<file path="src/rtl/apb_obi_pkg.sv">
// Shared types and helpers for the APB completer to OBI manager bridge.
package apb_obi_pkg;

  typedef enum logic [1:0] {
    ST_IDLE,
    ST_REQ,
    ST_RSP,
    ST_DONE
  } bridge_state_e;

  localparam logic [3:0] OBI_BE_ALL = 4'b1111;

  // OBI integrity signals carry the inverse of their companion handshake bit.
  function automatic logic obi_par(input logic v);
    return ~v;
  endfunction

endpackage

</file>
<file path="src/rtl/apb_to_obi_bridge.sv">
// Converts one APB access into one OBI transaction; only a single OBI
// transaction is ever outstanding, and misaligned APB accesses never reach OBI.
module apb_to_obi_bridge
  import apb_obi_pkg::*;
#(
  parameter logic [31:0]        OBI_BASE_ADDR = 32'h0000_0000,
  parameter int                 OBI_IDW       = 1,
  parameter logic [OBI_IDW-1:0] OBI_AID       = '0
) (
  input  logic               clk,
  input  logic               reset_n,
  // APB completer
  input  logic               APB_PSEL,
  input  logic               APB_PENABLE,
  input  logic               APB_PWRITE,
  input  logic [11:0]        APB_PADDR,
  input  logic [31:0]        APB_PWDATA,
  output logic [31:0]        APB_PRDATA,
  output logic               APB_PREADY,
  output logic               APB_PSLVERR,
  // OBI manager
  output logic               req,
  output logic               reqpar,
  input  logic               gnt,
  input  logic               gntpar,
  output logic [31:0]        addr,
  output logic               we,
  output logic [3:0]         be,
  output logic [31:0]        wdata,
  output logic [OBI_IDW-1:0] aid,
  input  logic               rvalid,
  input  logic               rvalidpar,
  output logic               rready,
  output logic               rreadypar,
  input  logic [31:0]        rdata,
  input  logic               err,
  input  logic [OBI_IDW-1:0] rid
);

  bridge_state_e state_q, state_d;
  logic [31:0]   addr_q,  addr_d;
  logic [31:0]   wdata_q, wdata_d;
  logic          we_q,    we_d;
  logic          err_q,   err_d;
  logic [31:0]   rdata_q, rdata_d;

  // NOTE: every variable gets its hold value before the case statement, so
  // no path through this block can leave one unassigned and infer a latch.
  always_comb begin
    state_d = state_q;
    addr_d  = addr_q;
    wdata_d = wdata_q;
    we_d    = we_q;
    err_d   = err_q;
    rdata_d = rdata_q;

    unique case (state_q)
      ST_IDLE: begin
        if (APB_PSEL && !APB_PENABLE) begin
          addr_d  = OBI_BASE_ADDR + {20'b0, APB_PADDR};
          wdata_d = APB_PWDATA;
          we_d    = APB_PWRITE;
          rdata_d = '0;
          if (APB_PADDR[1:0] == 2'b00) begin
            state_d = ST_REQ;
          end else begin
            state_d = ST_DONE;
            err_d   = 1'b1;
          end
        end
      end
      ST_REQ: begin
        if (gntpar != obi_par(gnt)) err_d = 1'b1;
        if (gnt) state_d = ST_RSP;
      end
      ST_RSP: begin
        if (rvalidpar != obi_par(rvalid)) err_d = 1'b1;
        if (rvalid) begin
          if (!we_q) rdata_d = rdata;
          if (err || (rid != OBI_AID)) err_d = 1'b1;
          state_d = ST_DONE;
        end
      end
      ST_DONE: begin
        // Flag is still presented this cycle via err_q; the next access starts clean.
        err_d   = 1'b0;
        state_d = ST_IDLE;
      end
      default: state_d = ST_IDLE;
    endcase
  end

  // NOTE: sequential state uses non-blocking assignments so every register
  // samples its pre-edge next-state value regardless of statement order.
  always_ff @(posedge clk) begin
    if (!reset_n) begin
      state_q <= ST_IDLE;
      addr_q  <= '0;
      wdata_q <= '0;
      we_q    <= 1'b0;
      err_q   <= 1'b0;
      rdata_q <= '0;
    end else begin
      state_q <= state_d;
      addr_q  <= addr_d;
      wdata_q <= wdata_d;
      we_q    <= we_d;
      err_q   <= err_d;
      rdata_q <= rdata_d;
    end
  end

  assign req       = (state_q == ST_REQ);
  assign reqpar    = obi_par(req);
  assign rready    = (state_q == ST_RSP);
  assign rreadypar = obi_par(rready);
  assign addr      = addr_q;
  assign we        = we_q;
  assign be        = OBI_BE_ALL;
  assign wdata     = wdata_q;
  assign aid       = OBI_AID;

  assign APB_PREADY  = (state_q == ST_DONE);
  assign APB_PSLVERR = APB_PREADY && err_q;
  assign APB_PRDATA  = (APB_PREADY && !err_q) ? rdata_q : '0;

endmodule

</file>
<file path="config.mk">
export PLATFORM = sky130hd
export DESIGN_NAME = apb_to_obi_bridge
export DESIGN_NICKNAME = d
export VERILOG_FILES = /design/src/rtl/apb_obi_pkg.sv /design/src/rtl/apb_to_obi_bridge.sv
export SDC_FILE = /design/constraint.sdc
export NUM_CORES = 1
export LEC_CHECK = 0
export ABC_AREA = 1
export CAP_MARGIN = 20
export CELL_PAD_IN_SITES_DETAIL_PLACEMENT = 2
export CELL_PAD_IN_SITES_GLOBAL_PLACEMENT = 2
export CORE_MARGIN = 4
export CORE_UTILIZATION = 35
export CTS_BUF_LIST = sky130_fd_sc_hd__clkbuf_8 sky130_fd_sc_hd__clkbuf_16
export DETAILED_ROUTE_END_ITERATION = 10
export DONT_BUFFER_PORTS = 1
export PLACE_DENSITY = 0.9
export SYNTH_ARGS = -nofsm -noshare
export SYNTH_HDL_FRONTEND = slang
export SYNTH_SLANG_ARGS = --single-unit
</file>
<file path="constraint.sdc">
create_clock -name clk -period 2.3 [get_ports clk]
set_input_delay 0.575 -clock clk [delete_from_list [all_inputs] [get_ports clk]]
set_output_delay 0.575 -clock clk [all_outputs]
set_load 0.05 [all_outputs]
</file>
==> results.toml <==
[status]
status = "finished, final reports clean"

[worst_setup_path]
reg2reg_slack_ns = 0.28
reg2reg_from = "state_q[0]"
cp_data_required_time_ns = 1.73
cp_max_fo = 8
critical_path_class = "flop to output pin"
crit_path_end_kind = "output pin"
critical_path_arrival_ns = 1.71
reg2reg_to = "wdata[0]"
startpoint_type = "flop"
r2r_cells = 6

[sta]
grt_setup_unrepaired = "yes"
fin_crit_sh = 0.991
clock.fmax_mhz = 439
setup_tns_ns = 0
setup_viol = 0
maxSlewViolCount = 0
relSlewSlack = 0.623
hold_violations = 0
fin_crit_ns = 2.28
final.setup_skew_ns = 0.00529
tightest_slew_ns = 0.565

[cells_and_area]
area_delta_synth_final_pct = 34.8
drive_gt1_frac = 0.332
antenna_cells = 0
final_nets = 680
final_cells = 733
fillers = 1201

[detailed_routing]
antenna_left = 0
first_iter_violations = 122
drt-total-wl_mm = 15.1
wl_per_cell_um = 20.6
vias = 3569
via_per_inst = 4.87
route.detailed.drc = 0
dr.pass1.iters = 4

[floorplanning]
die_x_um = 115
io_pins = 195
die_h_um = 115
core_um2 = 11000
rows = 38
die_area_um2 = 13300
start_util = 0.364

[min_path]
hp-class = "input port to flop"
hp-start = "reset_n"
whs_path_depth = 2
whs_endpoint = "state_q[1]"

[placed_design]
place_hpwl_mm = 10.2
dp_cells = 710
gp_congestion = 0.750
numPortBuffers = 0

[global_route]
globalRouteOverflowTotal = 0
grt_start_max_net_pins = 50
gr-usage-all-layers = 0.214
grt_pass1_vias = 4127
grt_pass1_wl_mm = 22.1
grt_antenna_before_repair = 0

[yosys]
ys_warn_count = 0
synth.distinct_cells = 23
avgSynthCellArea_um2 = 7.25
ys_ff_latch = 80
synthesis.area_um2 = 4020
ys_seq_area_frac = 0.399
netlist_instances = 554

[power_and_ir_drop]
leakage_nw = 2.38
power_density_nw_per_um2 = 1460
ir_worst_vdd_uv = 577

[cts]
clkLatencyLatePin_ns = 0.34
cts_buffers = 9
clockBufferDepth = 2
root_buffer = "clkbuf_16"
cts-htree-levels = 3
cts_tree = "done"
numClockSinks = 80
clk_pin_slew_worst_paths_ns = 0.06

[job]
maxCapViolCount = 0
==> cells in the final DEF (no fill, tap or decap), types with 16 or more instances in the layout <==
| master | synthesis | routed |
|---|---|---|
| dfxtp_1 | 80 | 78 |
| nor2_4 | 0 | 30 |
| a21oi_1 | 46 | 46 |
| o21ai_1 | 49 | 49 |
| o21ai_2 | 28 | 28 |
| nor2_1 | 47 | 17 |
| nor2_2 | 28 | 28 |
| nand2_1 | 54 | 54 |
| buf_4 | 25 | 16 |
| inv_1 | 120 | 120 |
| nand2_2 | 29 | 29 |
| conb_1 | 2 | 25 |
| buf_12 | 0 | 35 |
==> cell usage after synthesis, drive strengths merged <==
library cell | instances | area share
a21oi | 46 | 0.057
buf | 37 | 0.073
clkbuf | 19 | 0.018
conb | 2 | 0.0019
dfxtp | 80 | 0.40
ha | 5 | 0.016
inv | 122 | 0.11
nand2 | 83 | 0.096
nand3 | 4 | 0.0081
nor2 | 75 | 0.087
o211ai | 1 | 0.0019
o21ai | 79 | 0.13
or2 | 1 | 0.0016
==> power by group <==
group | internal [mW] | leakage [nW] | switching, mW
Clock | 0.898 | 0.157 | 0.589
Combinational | 1.26 | 1.57 | 2.63
Sequential | 1.82 | 0.659 | 0.700
==> per-layer routing <==
| metal | GRT usage | vias to the layer above | share of wire |
|---|---|---|---|
| li1 | - | 1672 | - |
| met1 | 0.222 | 1710 | 0.34 |
| met3 | 0.0737 | 28 | 0.092 |
| met2 | 0.404 | 159 | 0.54 |
| met5 | 0 | - | 0 |
| met4 | 0.0626 | 0 | 0.023 |
==> worst max path at each step <==
stage	from	to	depth (start not counted)
3_3_place_gp	state_q[0]	APB_PRDATA[10]	6
2_1_floorplan	state_q[0]	APB_PRDATA[0]	5
3_5_place_dp	state_q[0]	wdata[0]	6
5_1_grt	state_q[1]	APB_PRDATA[17]	6
6_report	state_q[1]	APB_PRDATA[17]	6
4_1_cts	state_q[0]	APB_PRDATA[17]	6
==> area by class of cell <==
cell class	count	area, um2	share of cell area
Sequential cell	80	1610	0.297
Timing Repair Buffer	56	937	0.173
Inverter	122	460	0.0850
Clock inverter	5	56.3	0.0104
Multi-Input combinational cell	319	1930	0.356
Clock buffer	11	253	0.0466
Tap cell	140	175	0.0323
==> flip-flops by register name, summed over array words and instances, names as in the netlist <==
signal and flops:
rdata_q 32, wdata 32, addr 12, state_q 2, err_q 1, we 1
==> critical path: stages (launching register included) <==
cell and delay, ns:
dfxtp_4 0.37, ha_4 0.14, inv_2 0.04, or2_4 0.33
buf_16 0.19, nor2_4 0.15, buf_12 0.15
==> through the flow <==
| step | power (mW) | cell area (um2) | utilization | worst slack (ns) | hold WS, ns |
|---|---|---|---|---|---|
| floorplan | 5.34 | 4340 | - | -0.0380 | 0.451 |
| global placement | 5.81 | 4970 | 0.451 | 0.393 | 0.505 |
| detailed placement | 6.14 | 4970 | 0.451 | 0.282 | 0.554 |
| CTS | 7.75 | 5320 | 0.482 | -0.0124 | 0.355 |
| global route | 8.40 | 5420 | 0.491 | -0.0365 | 0.370 |
| finish | 7.90 | 5420 | 0.491 | 0.0199 | 0.373 |
==> logic make-up after synthesis <==
group,after synthesis,share of synthesized area
other cells,2,0.00187
flops,80,0.399
compound gates,126,0.186
buf+inv,178,0.205
simple gates,163,0.193
fa+ha+maj,5,0.0156
==> repair_timing <==
item,4_1_cts,5_1_grt
buffers inserted,0,4
gates cloned,1,2
hold endpoints to repair,0,0
hold buffers,0,0
gates resized for setup,4,5
pin swaps,2,3
setup endpoints to repair,24,29
No activity file was read; power rests on OpenSTA's default activity.
==> edit, RTL diff (same flow settings) <==
`addr_q`, `wdata_q` and `rdata_q` no longer have a reset.
--- a/src/rtl/apb_to_obi_bridge.sv
+++ b/src/rtl/apb_to_obi_bridge.sv
@@ -95,19 +95,19 @@
   always_ff @(posedge clk) begin
     if (!reset_n) begin
       state_q <= ST_IDLE;
-      addr_q  <= '0;
-      wdata_q <= '0;
       we_q    <= 1'b0;
       err_q   <= 1'b0;
-      rdata_q <= '0;
     end else begin
       state_q <= state_d;
-      addr_q  <= addr_d;
-      wdata_q <= wdata_d;
       we_q    <= we_d;
       err_q   <= err_d;
-      rdata_q <= rdata_d;
     end
+  end
+
+  always_ff @(posedge clk) begin
+    addr_q  <= addr_d;
+    wdata_q <= wdata_d;
+    rdata_q <= rdata_d;
   end
 
   assign req       = (state_q == ST_REQ);
Behaviour: not the same (a bounded check fails within 4 cycles, from zero or initial values and one cycle with reset_n low).
==> edit against the original RTL <==
The run now ends with setup timing left. Wire length is 24% lower. Clock skew is 0.0040 ns higher. Count of clock-buffer cells in the layout is 2 lower. First-iteration DRC count is 42% lower. Synthesized area is 15% lower. Sequential cell count stayed put. Fmax is 1.8% lower. Worst setup slack worse by 0.043 ns. Die area is 14% lower. Final area is 13% lower. Power is 26% lower. Largest cell class is now sequential cells.
==> edit: results (changes against the original RTL) <==
RD Place Congestion 0.7793 (+3.9%); VDD IR-drop max 0.0005962 V (+3.3%); Reg-to-Reg End we; failing checks setup timing; Setup WS post-layout -0.02275 ns (-0.04269 ns); detailed placement HPWL 8452 µm (-17%); Iter 0 DRT Violations 71 (-42%); Post-synth EDFFs 76 (+76); Layout Cells excl Fill 485 (-34%); outcome finished with violations; Seq/Total Area, Yosys 69.36% (+30 points); static leakage 2.028 nW (-15%); Synth Area per Inst 11.35 µm² (+56%); Setup violations, final 4 (+4); placed cell count 459 (-35%); R2R setup slack 0.14 ns (-0.14 ns); overall routing resource usage 19.68% (-1.7 points); Worst Tran Pin Value 0.5987 ns (+0.03351 ns); crit path to APB_PRDATA[30]; Setup TNS -0.03845 ns (-0.03845 ns); P&R area growth vs syn 38.79%; First-pass DRT Iterations 5 (+1); Placement Setup Slack 0.2302 ns (-0.05158 ns); CP max stage cell dfxtp_2; wire per inst 23.71 µm (+15%); Yosys top cell by area edfxtp_1; Net count, final 441 (-35%); routed vias 2,142 (-40%); reg2reg path depth 9 (+3); Fillers 964 (-20%)
==> edit: changes by cell type in the layout (fill, tap and decap cells not counted), sizes merged, moves of 33 or more <==
| cell | before | now |
|---|---|---|
| nand2 | 83 | 50 |
| inv | 123 | 76 |
| dfxtp | 80 | 4 |
| edfxtp | 0 | 76 |
| a21oi | 46 | 1 |
| o21ai | 79 | 2 |
==> edit: timing repair <==
item                       4_1_cts  5_1_grt
setup buffers                    2        3
pin swaps                        0        7
resized for setup               32        9
gates cloned                     2        1
setup endpoints to repair       32       32
hold buffers                     0        0
==> edit: logic make-up (layout without fill, tap and decap cells) <==
kind of cell	after synthesis	after routing
buffers and inverters	108	139
and+or+nand+nor	100	100
DFF	80	80
adders and majority gates	5	5
AOI/OAI and AO/OA	5	5
other	2	27
==> edit: worst min-delay path by stage <==
stage                      to  cells past startpoint  slack [ns]            from
finish                addr[4]                      0        0.31    APB_PADDR[4]
global route        wdata[30]                      0        0.28  APB_PWDATA[30]
CTS                   addr[4]                      0        0.29    APB_PADDR[4]
detailed placement      err_q                      2        0.54           err_q
global placement        err_q                      2        0.50           err_q
floorplan               err_q                      2        0.45           err_q
==> edit: area by class of cell <==
class,instances,area share (%)
Sequential cell,80,50.03
Timing Repair Buffer,48,17.84
Multi-Input combinational cell,135,17.76
Inverter,75,6.035
Tap cell,129,3.415
Clock buffer,9,2.620
Clock inverter,7,2.197
Antenna cell,2,0.1059
==> edit: routing by layer <==
layer	track usage (%)	vias up	routed length [µm]
met5	0	-	0
met4	7.215	0	162
met3	4.275	8	475
met2	40.83	78	7322
met1	18.26	1094	3538
li1	-	962	-
==> edit: report_power, final <==
part	internal, mW	total (mW)	switching (mW)
combinational	0.639	2.12	1.48
sequential	2.16	2.59	0.427
clock	0.624	1.17	0.547
